==> src/rtl/axil_pkg.sv <==
// Shared constants and types for the single-outstanding AXI4-Lite command initiator.
package axil_pkg;

   localparam int unsigned DEF_ADDR_W = 6;
   localparam int unsigned DEF_DATA_W = 32;

   localparam logic [1:0] OKAY   = 2'b00;
   localparam logic [1:0] SLVERR = 2'b10;

   typedef enum logic [2:0] {
      IDLE,
      WADDR,
      WRESP,
      RADDR,
      RDATA,
      RSP
   } axilState_t;

   typedef struct packed {
      logic                    write;
      logic [DEF_ADDR_W-1:0]   addr;
      logic [DEF_DATA_W-1:0]   wdata;
      logic [DEF_DATA_W/8-1:0] wstrb;
   } axilCmd_t;

endpackage

==> src/rtl/axil_wd_timer.sv <==
// Saturating watchdog for axil_master_cmd; instantiated only when AXIL_MASTER_TIMEOUT_EN is defined.
// expired_c fires combinationally during the TIMEOUT_CYC-th enabled cycle since the last clear.
module axil_wd_timer #(
   parameter int unsigned TIMEOUT_CYC = 1024
) (
   input  logic clock,
   input  logic reset,
   input  logic clear,
   input  logic enable,
   output logic expired_c
);

   localparam int unsigned CNT_W = $clog2(TIMEOUT_CYC + 1);

   logic [CNT_W-1:0] count;

   always_ff @(posedge clock) begin
      if (reset || clear) begin
         count <= '0;
      end else if (enable && (count != CNT_W'(TIMEOUT_CYC))) begin
         count <= count + CNT_W'(1);
      end
   end

   assign expired_c = enable && (count == CNT_W'(TIMEOUT_CYC - 1));

endmodule

==> src/rtl/axil_master_cmd.sv <==
// Single-outstanding AXI4-Lite initiator driven by a valid/ready register-command stream.
// Define AXIL_MASTER_TIMEOUT_EN to add a watchdog that answers SLVERR after TIMEOUT_CYC stalled cycles.
module axil_master_cmd
   import axil_pkg::*;
#(
   parameter int unsigned ADDR_W      = DEF_ADDR_W,
   parameter int unsigned DATA_W      = DEF_DATA_W,
   parameter int unsigned TIMEOUT_CYC = 1024
) (
   input  logic                clock,
   input  logic                reset,

   input  logic                io_cmd_valid,
   output logic                io_cmd_ready,
   input  logic                io_cmd_write,
   input  logic [ADDR_W-1:0]   io_cmd_addr,
   input  logic [DATA_W-1:0]   io_cmd_wdata,
   input  logic [DATA_W/8-1:0] io_cmd_wstrb,

   output logic                io_rsp_valid,
   input  logic                io_rsp_ready,
   output logic [DATA_W-1:0]   io_rsp_rdata,
   output logic [1:0]          io_rsp_resp,
   output logic                io_rsp_write,

   output logic [ADDR_W-1:0]   io_axiLite_awaddr,
   output logic [2:0]          io_axiLite_awprot,
   output logic                io_axiLite_awvalid,
   input  logic                io_axiLite_awready,
   output logic [DATA_W-1:0]   io_axiLite_wdata,
   output logic [DATA_W/8-1:0] io_axiLite_wstrb,
   output logic                io_axiLite_wvalid,
   input  logic                io_axiLite_wready,
   input  logic [1:0]          io_axiLite_bresp,
   input  logic                io_axiLite_bvalid,
   output logic                io_axiLite_bready,
   output logic [ADDR_W-1:0]   io_axiLite_araddr,
   output logic [2:0]          io_axiLite_arprot,
   output logic                io_axiLite_arvalid,
   input  logic                io_axiLite_arready,
   input  logic [DATA_W-1:0]   io_axiLite_rdata,
   input  logic [1:0]          io_axiLite_rresp,
   input  logic                io_axiLite_rvalid,
   output logic                io_axiLite_rready
);

   localparam int unsigned STRB_W = DATA_W / 8;

   if (TIMEOUT_CYC < 2) begin : gBadTimeout
      $error("TIMEOUT_CYC must be at least 2");
   end

   axilState_t state, stateNext;
   logic awDone, awDoneNext, wDone, wDoneNext;
   logic cmdFire, awFire, wFire, bFire, arFire, rFire, timeoutHit;

   logic              cmdWrite;
   logic [ADDR_W-1:0] cmdAddr;
   logic [DATA_W-1:0] cmdWdata;
   logic [STRB_W-1:0] cmdWstrb;
   logic [DATA_W-1:0] rspRdata;
   logic [1:0]        rspResp;

   assign cmdFire = io_cmd_valid && io_cmd_ready;
   assign awFire  = io_axiLite_awvalid && io_axiLite_awready;
   assign wFire   = io_axiLite_wvalid && io_axiLite_wready;
   assign bFire   = io_axiLite_bvalid && io_axiLite_bready;
   assign arFire  = io_axiLite_arvalid && io_axiLite_arready;
   assign rFire   = io_axiLite_rvalid && io_axiLite_rready;

`ifdef AXIL_MASTER_TIMEOUT_EN
   localparam logic LATE_DRAIN = 1'b1;
   logic timerEnable;

   assign timerEnable = (state == WADDR) || (state == WRESP) ||
                        (state == RADDR) || (state == RDATA);

   axil_wd_timer #(
      .TIMEOUT_CYC (TIMEOUT_CYC)
   ) uWdTimer (
      .clock     (clock),
      .reset     (reset),
      .clear     (stateNext != state),
      .enable    (timerEnable),
      .expired_c (timeoutHit)
   );
`else
   localparam logic LATE_DRAIN = 1'b0;
   assign timeoutHit = 1'b0;
`endif

   // Next-state and AW/W completion tracking
   always_comb begin
      stateNext  = state;
      awDoneNext = awDone;
      wDoneNext  = wDone;
      unique case (state)
         IDLE: begin
            if (cmdFire) begin
               stateNext  = io_cmd_write ? WADDR : RADDR;
               awDoneNext = 1'b0;
               wDoneNext  = 1'b0;
            end
         end
         WADDR: begin
            if (awFire) awDoneNext = 1'b1;
            if (wFire)  wDoneNext  = 1'b1;
            if (awDoneNext && wDoneNext) stateNext = WRESP;
         end
         WRESP:   if (bFire)        stateNext = RSP;
         RADDR:   if (arFire)       stateNext = RDATA;
         RDATA:   if (rFire)        stateNext = RSP;
         RSP:     if (io_rsp_ready) stateNext = IDLE;
         default: stateNext = IDLE;
      endcase
      if (timeoutHit) stateNext = RSP;
   end

   // State, captured command/response and registered handshake outputs
   always_ff @(posedge clock) begin
      if (reset) begin
         state              <= IDLE;
         awDone             <= 1'b0;
         wDone              <= 1'b0;
         cmdWrite           <= 1'b0;
         cmdAddr            <= '0;
         cmdWdata           <= '0;
         cmdWstrb           <= '0;
         rspRdata           <= '0;
         rspResp            <= OKAY;
         io_cmd_ready       <= 1'b1;
         io_rsp_valid       <= 1'b0;
         io_axiLite_awvalid <= 1'b0;
         io_axiLite_wvalid  <= 1'b0;
         io_axiLite_bready  <= 1'b0;
         io_axiLite_arvalid <= 1'b0;
         io_axiLite_rready  <= 1'b0;
      end else begin
         state  <= stateNext;
         awDone <= awDoneNext;
         wDone  <= wDoneNext;
         if (cmdFire) begin
            cmdWrite <= io_cmd_write;
            cmdAddr  <= io_cmd_addr;
            cmdWdata <= io_cmd_wdata;
            cmdWstrb <= io_cmd_wstrb;
         end
         // A genuine slave response in the same cycle as the watchdog wins
         if (timeoutHit) begin
            rspResp  <= SLVERR;
            rspRdata <= '0;
         end
         if ((state == WRESP) && bFire) begin
            rspResp  <= io_axiLite_bresp;
            rspRdata <= '0;
         end
         if ((state == RDATA) && rFire) begin
            rspResp  <= io_axiLite_rresp;
            rspRdata <= io_axiLite_rdata;
         end
         io_cmd_ready       <= (stateNext == IDLE);
         io_rsp_valid       <= (stateNext == RSP);
         io_axiLite_awvalid <= (stateNext == WADDR) && !awDoneNext;
         io_axiLite_wvalid  <= (stateNext == WADDR) && !wDoneNext;
         io_axiLite_bready  <= (stateNext == WRESP) || (LATE_DRAIN && (stateNext == IDLE));
         io_axiLite_arvalid <= (stateNext == RADDR);
         io_axiLite_rready  <= (stateNext == RDATA) || (LATE_DRAIN && (stateNext == IDLE));
      end
   end

   assign io_axiLite_awaddr = cmdAddr;
   assign io_axiLite_awprot = 3'b000;
   assign io_axiLite_wdata  = cmdWdata;
   assign io_axiLite_wstrb  = cmdWstrb;
   assign io_axiLite_araddr = cmdAddr;
   assign io_axiLite_arprot = 3'b000;

   assign io_rsp_rdata = rspRdata;
   assign io_rsp_resp  = rspResp;
   assign io_rsp_write = cmdWrite;

endmodule

==> config.mk <==
export PLATFORM = sky130hd
export DESIGN_NAME = axil_master_cmd
export DESIGN_NICKNAME = d
export VERILOG_FILES = /design/src/rtl/axil_pkg.sv /design/src/rtl/axil_wd_timer.sv /design/src/rtl/axil_master_cmd.sv
export SDC_FILE = /design/constraint.sdc
export NUM_CORES = 1
export LEC_CHECK = 0
export ABC_AREA = 1
export CAP_MARGIN = 0
export CORE_UTILIZATION = 32
export CTS_BUF_LIST = sky130_fd_sc_hd__clkbuf_4
export DETAILED_ROUTE_END_ITERATION = 7
export GPL_ROUTABILITY_DRIVEN = 1
export PLACE_DENSITY_LB_ADDON = 0.25
export SYNTH_ARGS = -nofsm -noshare
export SYNTH_HDL_FRONTEND = slang
export SYNTH_HIERARCHICAL = 1
export SYNTH_SLANG_ARGS = --single-unit
==> constraint.sdc <==
create_clock -name clock -period 1.4 [get_ports clock]
set_input_delay 0.21 -clock clock [delete_from_list [all_inputs] [get_ports clock]]
set_output_delay 0.21 -clock clock [all_outputs]
set_load 0.01 [all_outputs]
==> flow_metrics.env <==
export IMPL_critPathRequiredTime_ns=1.74
export IMPL_clock_sinks=89
export IMPL_dieArea_um2=10900
export IMPL_crit_start="state[1]"
export IMPL_cts_tree="built"
export IMPL_crit_fanout=10
export IMPL_timing_critical_path_cells="nor2_2, nand3_2, inv_2, buf_4, nand2_1, a21oi_1"
export IMPL_yosysTopAreaCellShare_pct=53.2
export IMPL_seq_area_frac_synth_pct=53.2
export IMPL_hold_violations=0
export IMPL_final_setup_viol_count=0
export IMPL_cts_htree_levels=3
export IMPL_max_clock_path_buffers=2
export IMPL_fin_ws_ns=0.106
export IMPL_initial_core_util_pct=33.6
export IMPL_place_ws_ns=-0.171
export IMPL_status="finished clean"
export IMPL_drtPass1Iterations=4
export IMPL_synth_area_leaders="dfxtp_1 (53%), nor2_1 (11%), nand2_1 (11%), o21ai_0 (6.3%), a21oi_1 (5.5%)"
export IMPL_synth_flop_cell="dfxtp_1"
export IMPL_irDropWorstVdd_v=0.000461
export IMPL_worst_skew_pair_late_latency_ns=0.41
export IMPL_cts_buffers=9
export IMPL_critical_path_class="register to register"
export IMPL_fmax_mhz=773
export IMPL_hp_class="input pin to register"
export IMPL_rr_worst_depth=6
export IMPL_nets=699
export IMPL_critPathArrivalTime_ns=1.63
export IMPL_hpwl_mm=6.80
export IMPL_cpPeakStageDelay_ns=0.36
export IMPL_yosysTopAreaCell="dfxtp_1"
export IMPL_vias_per_cell=4.54
export IMPL_n_antenna_cell=0
export IMPL_portBuffers=177
export IMPL_wl_mm=9.20
export IMPL_mappedNetlistArea_um2=3350
export IMPL_first_iter_violations=135
export IMPL_whs_path_depth=3
export IMPL_grt_pass1_vias=3228
export IMPL_post_route_period_util_pct=92.4
export IMPL_slew_viol_final=0
export IMPL_drive_gt1_share_pct=7.18
export IMPL_pin_count=184
export IMPL_clkTransAtPathRegs_ns=0.13
export IMPL_core_um2=9950
export IMPL_crit_path_end_kind="register"
export IMPL_cpLargestDelayFamily="simple AND/OR/NAND/NOR gates"
export IMPL_gp_congestion=0.864
export IMPL_crit_path_end="io_rsp_rdata[0]"
export IMPL_rr_endpoint="io_rsp_rdata[0]"
export IMPL_gr_total_overflow=0
export IMPL_synth_yosys_warnings=6
export IMPL_fin_skew_ns=0.0149
export IMPL_area_delta_synth_final_pct=57.7
export IMPL_grt_pass1_wl_mm=14.9
export IMPL_syn_inst=440
export IMPL_leakage_nw=2.45
export IMPL_drc=0
export IMPL_postPlaceCellArea_um2=5240
export IMPL_avgSynthCellArea_um2=7.61
export IMPL_r2r_start="state[1]"
export IMPL_grt_max_degree=48
export IMPL_row_count=36
export IMPL_ant_nets=0
export IMPL_maxCapViolations=0
export IMPL_rsz0062_at_grt="no"
export IMPL_slowest_stage="dfxtp_2"
export IMPL_avgRoutedWirePerCell_um=12.3
export IMPL_grt_usage_pct=17.0
export IMPL_start_kind="register"
export IMPL_antenna_found_initial=0
export IMPL_die_x_um=104
export IMPL_cellPowerDensity_nw_per_um2=1090
export IMPL_min_period_ns=1.29
export IMPL_clockRootBuffer="clkbuf_4"
export IMPL_final_area_um2=5280
export IMPL_num_vias=3385
export IMPL_synth_edf_count=0
export IMPL_synth_distinct_cells=22
export IMPL_ys_ff_latch=89
export IMPL_worstSetupPathDepth=6
export IMPL_async_flop_share_pct=0
export IMPL_die_height_um=104
export IMPL_n_fill_cell=964
export IMPL_critical_path_buf_inv_count=2
export IMPL_r2r_slack_ns=0.11
export IMPL_post_cts_buffers=0
flip-flops by register name, summed over array words and instances, names as in the netlist:
register            flops
io_axiLite_wdata       32
io_rsp_write            1
io_rsp_valid            1
wDone                   1
awDone                  1
io_axiLite_wstrb        4
io_cmd_ready            1
state                   3
io_axiLite_araddr       6
io_rsp_rdata           32
io_axiLite_arvalid      1
io_axiLite_rready       1
io_axiLite_wvalid       1
io_axiLite_bready       1
io_rsp_resp             2
io_axiLite_awvalid      1
Yosys cell counts (2+ instances only):
master and number:
a21oi_1 37, buf_2 3, buf_4 12, buf_6 6, clkbuf_1 15, dfxtp_1 89
inv_1 12, inv_2 3, nand2_1 95, nand3_1 9, nand3_2 2, nor2_1 99
nor2_2 4, nor3_1 2, o21ai_0 42, o21ai_1 4
worst reg2reg max path: stages, from the launching register on:
cell	delay, ns
dfxtp_2	0.36
nor2_2	0.18
nand3_2	0.17
inv_2	0.13
buf_4	0.18
nand2_1	0.06
a21oi_1	0.15
metrics by stage:
stage | setup TNS, ns | std cells | hold slack (ns) | util, % | total power, mW
after floorplan | 0 | 445 | 0.357 | - | 3.65
after global placement | -3.46 | 733 | 0.445 | 52.7 | 4.47
after detailed placement | -6.16 | 733 | 0.453 | 52.7 | 4.49
after CTS | 0 | 746 | 0.296 | 53.0 | 5.86
after global routing | 0 | 746 | 0.321 | 53.0 | 6.11
final | 0 | 746 | 0.342 | 53.0 | 5.75
cell type report:
| class | count | area, um2 | share of cell area (%) |
|---|---|---|---|
| multi-input cells | 304 | 1300 | 24.5 |
| clock buffers | 9 | 67.6 | 1.28 |
| repair buffers | 191 | 1830 | 34.6 |
| flip-flops and latches | 89 | 1790 | 33.9 |
| clock inverters | 4 | 71.3 | 1.35 |
| inverters | 16 | 62.6 | 1.18 |
| well taps | 133 | 166 | 3.15 |
cell usage in the layout, fill, tap and decap left out, types with 9 or more instances in the layout:
cell type	count
a21oi_1	37
clkbuf_4	9
nor2_1	98
o21ai_0	42
dfxtp_1	83
dlygate4sd2_1	90
inv_1	12
buf_4	9
clkdlybuf4s50_1	87
nand3_1	9
nand2_1	95
worst min-delay path by stage:
stage,start,endpoint
4_1_cts,io_axiLite_rdata[28],io_rsp_rdata[28]
5_1_grt,io_axiLite_rdata[8],io_rsp_rdata[8]
3_3_place_gp,io_rsp_rdata[17],io_rsp_rdata[17]
3_5_place_dp,io_rsp_rdata[13],io_rsp_rdata[13]
2_1_floorplan,io_axiLite_rdata[0],io_rsp_rdata[0]
6_report,io_axiLite_rdata[13],io_rsp_rdata[13]
report_power, final:
| part | internal, mW | switching, mW | total, mW |
|---|---|---|---|
| Combinational | 0.656 | 0.718 | 1.37 |
| Clock | 0.691 | 0.803 | 1.49 |
| Sequential | 2.76 | 0.122 | 2.89 |
timing repair:
item                                    in CTS  in global routing
hold buffers                                 0                  0
endpoints found under the setup margin      90                 38
cloned                                       0                  0
resized for setup                           93                  4
per-layer routing:
metal  share of wire, %  global-route usage [%]
met5                  0                       0
met4                1.1                    5.82
met3                9.7                    6.64
met2                 49                    29.7
met1                 41                    18.6
cell families after synthesis:
family / count (synthesis) / synth area share [%]
compound gates: 85 / 12.9
buf+inv: 52 / 8.71
flops: 89 / 53.2
other cells: 1 / 0.112
simple gates: 213 / 25.1
Note: power is estimated with default switching activity, not from simulation.
